[config.mk]
export PLATFORM = sky130hd
export DESIGN_NAME = baccarat_datapath
export DESIGN_NICKNAME = d
export VERILOG_FILES = /design/src/rtl/baccarat_datapath.sv
export SDC_FILE = /design/constraint.sdc
export NUM_CORES = 1
export LEC_CHECK = 0
export CAP_MARGIN = 20
export CORE_MARGIN = 2
export CORE_UTILIZATION = 35
export CTS_CLUSTER_SIZE = 25
export DETAILED_ROUTE_END_ITERATION = 8
export GPL_TIMING_DRIVEN = 0
export SLEW_MARGIN = 10
export SYNTH_ARGS = -nofsm -noshare
export SYNTH_HDL_FRONTEND = slang
export SYNTH_SLANG_ARGS = --single-unit
[constraint.sdc]
create_clock -name slow_clock -period 10.3 [get_ports slow_clock]
set_input_delay 2.06 -clock slow_clock [delete_from_list [all_inputs] [get_ports slow_clock]]
set_output_delay 2.06 -clock slow_clock [all_outputs]
set_load 0.01 [all_outputs]
[src/rtl/baccarat_datapath.sv]
// baccarat_datapath: deals one card per load strobe into six slots and scores both hands.
// Card source is a 1..13 counter; defining BACCARAT_LFSR_EN swaps in a 6-bit LFSR.
`default_nettype none

module baccarat_datapath (
  input  logic       slow_clock,
  input  logic       resetb,
  input  logic       load_pcard1,
  input  logic       load_pcard2,
  input  logic       load_pcard3,
  input  logic       load_dcard1,
  input  logic       load_dcard2,
  input  logic       load_dcard3,
  output logic [3:0] pcard1,
  output logic [3:0] pcard2,
  output logic [3:0] pcard3,
  output logic [3:0] dcard1,
  output logic [3:0] dcard2,
  output logic [3:0] dcard3,
  output logic [3:0] pscore,
  output logic [3:0] dscore,
  output logic [2:0] card_count,
  output logic       deal_err
);

  localparam logic [2:0] MAX_CARDS = 3'd6;

  logic [5:0] load_vec;
  logic [3:0] card_q [6];
  logic [3:0] card_d [6];
  logic [2:0] count_q, count_d;
  logic       err_q, err_d;
  logic [3:0] deal_card;
  logic [2:0] n_strobes;
  logic [2:0] sel;

`ifdef BACCARAT_LFSR_EN
  localparam logic [5:0] SRC_RESET = 6'h01;
  logic [5:0] src_q, src_d;

  always_comb begin
    src_d     = {src_q[4:0], src_q[5] ^ src_q[4]};
    deal_card = 4'(src_q % 6'd13) + 4'd1;
  end
`else
  localparam logic [3:0] SRC_RESET = 4'd1;
  logic [3:0] src_q, src_d;

  always_comb begin
    src_d     = (src_q == 4'd13) ? 4'd1 : src_q + 4'd1;
    deal_card = src_q;
  end
`endif

  assign load_vec = {load_dcard3, load_dcard2, load_dcard1,
                     load_pcard3, load_pcard2, load_pcard1};

  // sel is only meaningful when exactly one strobe is high
  always_comb begin
    n_strobes = '0;
    sel       = '0;
    for (int i = 0; i < 6; i++) begin
      if (load_vec[i]) begin
        n_strobes = n_strobes + 3'd1;
        sel       = 3'(i);
      end
    end
  end

  always_comb begin
    for (int i = 0; i < 6; i++) card_d[i] = card_q[i];
    count_d = count_q;
    err_d   = err_q;
    if (n_strobes > 3'd1) begin
      err_d = 1'b1;
    end else if (n_strobes == 3'd1) begin
      if (card_q[sel] == 4'd0) begin
        card_d[sel] = deal_card;
        if (count_q != MAX_CARDS) count_d = count_q + 3'd1;
      end else begin
        err_d = 1'b1;
      end
    end
  end

  always_ff @(posedge slow_clock or negedge resetb) begin
    if (!resetb) begin
      src_q   <= SRC_RESET;
      count_q <= '0;
      err_q   <= 1'b0;
      for (int i = 0; i < 6; i++) card_q[i] <= '0;
    end else begin
      src_q   <= src_d;
      count_q <= count_d;
      err_q   <= err_d;
      for (int i = 0; i < 6; i++) card_q[i] <= card_d[i];
    end
  end

  function automatic logic [3:0] card_val(input logic [3:0] c);
    return (c >= 4'd1 && c <= 4'd9) ? c : 4'd0;
  endfunction

  function automatic logic [3:0] hand_score(input logic [3:0] a, input logic [3:0] b,
                                            input logic [3:0] c);
    logic [4:0] sum;
    sum = {1'b0, card_val(a)} + {1'b0, card_val(b)} + {1'b0, card_val(c)};
    return 4'(sum % 5'd10);
  endfunction

  assign pcard1     = card_q[0];
  assign pcard2     = card_q[1];
  assign pcard3     = card_q[2];
  assign dcard1     = card_q[3];
  assign dcard2     = card_q[4];
  assign dcard3     = card_q[5];
  assign pscore     = hand_score(card_q[0], card_q[1], card_q[2]);
  assign dscore     = hand_score(card_q[3], card_q[4], card_q[5]);
  assign card_count = count_q;
  assign deal_err   = err_q;

endmodule

`default_nettype wire

[Word level (Yosys, flattened, before mapping)]
Index checks and enable logic that the tools add are counted.
Word-level totals
  register bits after elaboration: 32
  latch bits: 0
  RAM bits: 0
  memory bits (read-only): 0
  input bits: 8
  memories: 0
Cells by class
  add/sub/neg operators: 11
  multipliers: 0
  div/mod/pow operators: 2
  order comparisons: 15
  eq/ne operators: 4
  shift operators: 0
  mux-type cells: 27
  bitwise gates (word level): 2
  reductions and logical operators: 12
Operators by type and width (number)
  two-way mux 4 bit: 10
  two-way mux 3 bit: 9
  bitwise mux 24 bit: 1
  >= comparator 4 x 1 -> 1 bit, second input constant: 6
  less-or-equal comparator 4 bit, second input constant: 6
  adder 3 x 1 -> 3 bit, second input constant: 6
  binary-select mux 4 bit (select 3 bit): 1
  demux 4 bit (select 3 bit): 1
  adder 4 x 4 -> 5 bit: 2
  adder 5 x 4 -> 5 bit: 2
  remainder unit 5 x 4 -> 5 bit, second input constant: 2
  logical AND 1 bit: 7
  two-way mux 1 bit: 5
  adder 4 x 1 -> 4 bit, second input constant: 1
  equality test 4 bit, second input constant: 1
  >= comparator 4 bit, second input constant: 1
  zero test 4 bit: 1
  less-than comparator 4 x 1 -> 1 bit, second input constant: 1
  NOT 3 -> 4 bit: 1
  AND reduction 4 bit: 1
  equality test 3 x 1 -> 1 bit, second input constant: 1
  > comparator 3 x 1 -> 1 bit, second input constant: 1
  inequality test 3 bit, second input constant: 1
  AND reduction 3 bit: 1
  4 further kinds: 4

[Longest topological paths before layout]
Gate-level depths: netlist of run 1.
  word-level depth: 14
  gate-level depth with buffers: 16

[Least setup slack after synthesis of run 1]
No wires, ideal clock.
  kind: register -> output
  start: reg card_q, in the netlist pcard1[3]
  end: out pscore[1]
  data arrival time: 3264 ps
  required time: 8240 ps
  setup slack: 4976 ps
  cell stages (with the launch flop): 15
  path through: dfrtp_1 > nand2b_1 > fa_1 > inv_1 > ha_1 > a21o_1 > a21oi_1 > xor2_1 > nor2_1 > a21oi_1 > ha_1 > a21oi_1 > maj3_1 > a21oi_1 > xnor2_1
Between the ends
  word-level cells in the longest chain between the ends: 6
  elaborated cells between the ends (all ways): 7
  those cells by class: 2 x add/sub; 1 x div; 2 x order compare; 1 x mux; 1 x reduce/logical
Ends and longest elaborated chain
  from (decl): line 29  | logic [3:0] card_q [6];
  >= comparator 4 x 1 -> 1 bit / less-or-equal comparator 4 bit (equally long branches): line 101  | return (c >= 4'd1 && c <= 4'd9) ? c : 4'd0;
  logical AND 1 bit: line 101
  two-way mux 4 bit (*): line 101
  adder 4 x 4 -> 5 bit (*): line 107  | sum = {1'b0, card_val(a)} + {1'b0, card_val(b)} + {1'b0, card_val(c)};
  adder 5 x 4 -> 5 bit (*): line 107
  remainder unit 5 x 4 -> 5 bit (*): line 108  | return 4'(sum % 5'd10);
  to (decl): line 20  | output logic [3:0] pscore,
Every way passes the cells marked *; elsewhere a longest branch is shown, timed or not.

[Final worst setup path of run 1]
Ends and elaborated chain as after synthesis.

==> results of run 1 <==
-- per-layer routing --
layer	GRT usage (%)	part of all wire (%)	up-vias
li1	-	-	984
met1	20.72	48	967
met2	23.79	46	61
met3	2.799	4.6	6
met4	3.719	0.91	0
met5	0	0	-
-- through the flow --
step                setup WS, ps  instances
floorplan                   4976        259
global placement            4319        395
detailed placement          4275        395
CTS                         3970        403
global route                3715        403
finish                      4010        403
-- flip-flops by register name (all words and copies together) (netlist names) --
name / count
card_count: 3
dcard1: 4
dcard2: 4
dcard3: 4
deal_card: 4
deal_err: 1
pcard1: 4
pcard2: 4
pcard3: 4
-- worst max-delay path, stage by stage (launching register included) --
cell and delay [ps]:
dfrtp_1 440, nand2b_1 200, fa_1 600, inv_1 60
ha_1 280, a21o_1 180, a21oi_1 160, xor2_1 280
nor2_1 120, a21oi_1 190, ha_1 180, a21oi_1 60
maj3_1 360, a21oi_1 180, xnor2_1 130, clkdlybuf4s50_1 550
-- worst min path at each step --
stage	startpoint	end	slack [ps]	depth (start not counted)
after floorplan	deal_card[3]$_DFF_PN0_	deal_card[3]$_DFF_PN0_	500	2
after global placement	deal_err$_DFFE_PN0P_	deal_err$_DFFE_PN0P_	460	1
after detailed placement	deal_err$_DFFE_PN0P_	deal_err$_DFFE_PN0P_	460	1
after CTS	deal_err$_DFFE_PN0P_	deal_err$_DFFE_PN0P_	480	1
after global routing	deal_err$_DFFE_PN0P_	deal_err$_DFFE_PN0P_	500	1
final	deal_err$_DFFE_PN0P_	deal_err$_DFFE_PN0P_	470	1
-- area by class of cell --
cell class                 count  share of cell area [%]
buffer                        10                   2.148
clock buffer                   8                   2.594
inverter                      24                   2.919
multi-input combinational    193                   49.66
sequential                    32                   25.98
tap                           96                   3.891
timing repair buffer          40                   12.81
-- layout by cell type, fill, tap and decap left out, types with 2 or more instances in the layout --
master and count:
clkbuf_1 7, a21oi_1 16, xnor2_1 6, nor3b_1 3
and2_1 8, nand2_1 18, ha_1 17, xor2_1 5
clkbuf_8 5, a21o_1 7, nand2b_1 15, o21ai_0 15
fa_1 10, nor2b_1 3, or4_1 3, buf_2 3
buf_6 3, mux2_2 2, dfrtp_1 31, clkdlybuf4s50_1 39
mux2i_1 2, a31o_1 5, a31o_2 16, nor4_1 3
nor3_1 4, nor2_1 16, inv_1 24
-- power by group --
part            total, W  switching [W]  internal (W)  leakage, nW
clock network  0.0000902      0.0000423     0.0000479       0.0395
logic           0.000766       0.000356      0.000410        0.958
registers       0.000207      0.0000466      0.000160        0.400
total            0.00106       0.000444      0.000618         1.40
-- logic make-up (layout without fill, tap and decap cells) --
group           after synthesis  count (layout)  synth area share (%)
buf+inv                      34              82                 6.278
compound gates               69              69                 19.04
flops                        32              32                 32.19
xor+xnor                     14              14                 6.831
mux                           4               4                 1.708
fa+ha+maj                    28              28                 16.98
simple gates                 78              78                 16.98
-- synth_stat cells, drive strengths merged --
library cell	n	area, um^2
dfrtp	31	775.7
inv	24	90.09
a31o	21	183.9
nand2	18	67.56
ha	17	212.7
a21oi	16	80.08
nor2	16	60.06
nand2b	15	93.84
o21ai	15	75.07
fa	10	200.2
and2	8	50.05
a21o	7	52.55
xnor2	7	80.08
buf	6	51.30
nor3	5	30.03
xor2	5	43.79
clkbuf	4	15.01
nor3b	4	41.29
nor2b	3	18.77
nor4	3	18.77
or4	3	22.52
a211o	2	18.77
mux2	2	22.52
mux2i	2	20.02
xnor3	2	46.29
a211oi	1	7.510
a22o	1	8.760
a31oi	1	6.260
dfstp	1	26.28
maj3	1	10.01
nand3	1	5.000
nand3b	1	7.510
o21bai	1	7.510
o22a	1	8.760
o22ai	1	6.260
o31a	1	8.760
o32a	1	10.01
or2b	1	7.510
==> results.toml, run 1 <==
[run_status]
status = "finished, final reports clean"

[global_route]
antenna_found_initial = 0
grt_start_max_net_pins = 33
grt_overflow = 0
track_usage_pct = 14.81
grt_pass1_wl_um = 9032
first_global_vias = 1938

[cts]
cts.repair.resized = 0
cts_tree = "built"
cts-root-buf = "clkbuf_8"
cts_buffers = 5
htree_levels = 2
cts_setup_buffers = 0
clk_latency_ps = 280
cts.sinks = 32
clkTransAtPathRegs_ps = 60
hold_buffers = 0
clock_path_buffers = 2

[worst_setup_path]
r2r_slack_ps = 8010
r2r_end = "card_count[2]$_DFFE_PN0P_"
crit_type = "reg2out"
critPathMaxFanout = 7
critPathLaunchType = "flop"
worstReg2RegStart = "dcard1[1]$_DFFE_PN0P_"
worstSetupEndpoint = "pscore[1]"
crit_start = "pcard1[3]$_DFFE_PN0P_"
cp_data_arrival_time_ps = 4230
worstPathRequired_ps = 8240
r2r_cells = 6
critPathCaptureType = "output port"

[logic_synthesis]
synth-seq-area-share_pct = 32.19
synthCells = 259
syn_area_um2 = 2491
mappedNetlistNets = 294
avgSynthCellArea_um2 = 9.618
yosys_register_bits = 32
yosysUniqueCellTypes = 46
yosys_warnings = 0

[route]
drt-pass1-iter-count = 4
wl_um = 5369
avgViaCountPerCell = 5.007
vias = 2018
drt_iter0_markers = 73
wl_per_cell_um = 13.32
ant_nets = 0
drc = 0

[min_path]
hp-class = "reg2reg"

[power]
total_power_w = 0.001062
power_leakage_nw = 1.398
cellPowerDensity_nw_per_um2 = 344.2
ir_worst_vdd_mv = 0.1682

[placed_design]
placed_area_um2 = 3007
place_hpwl_um = 4122
gp_congestion = 0.8245
portBuffers = 40

[timing]
setup_violations = 0
fmax_mhz = 159.0
worstMarginPinSlew_ps = 709.7
rsz0062_at_grt = "false"
finalHoldViolations = 0
timing.hold.ws_ps = 472.3
fin_crit_sh_pct = 61.07
relSlewSlack_pct = 52.69
skew_ps = 3.606
tns_ps = 0
drv_slew = 0
min_period_ps = 6290

[final_layout]
drive_gt1_share_pct = 11.73
area_delta_synth_final_pct = 23.91
fillers = 683
final_area_um2 = 3087
antennaDiodeCount = 0
ff_latch_area_um2 = 802.0
final_core_util_pct = 45.18
multi_input_area_um2 = 1533
final_nets = 341

[die]
placementRows = 30
start_util_pct = 36.47
num_io_pins = 44
die_w_um = 88.37
coreArea_um2 = 6832
dieArea_um2 = 7808
die_y_um = 88.37

[run]
maxCapViolCount = 0
No activity file was read; power rests on OpenSTA's default activity.
==> run 2: changes to the inputs <==
==> constraint.sdc (replaced) <==
create_clock -name slow_clock -period 6.6 [get_ports slow_clock]
set_input_delay 1.32 -clock slow_clock [delete_from_list [all_inputs] [get_ports slow_clock]]
set_output_delay 1.32 -clock slow_clock [all_outputs]
set_load 0.01 [all_outputs]
==> results of run 2 <==
The final DEF is identical to that of run 1. Status: finished, final reports clean.
Among the figures that moved: setup slack after placement 4275 ps -> 1315 ps; setup slack after layout 4010 ps -> 1050 ps; register-to-register setup slack 8010 ps -> 4310 ps; total power 0.001062 W -> 0.001658 W; worst IR drop on VDD 0.1682 mV -> 0.2625 mV
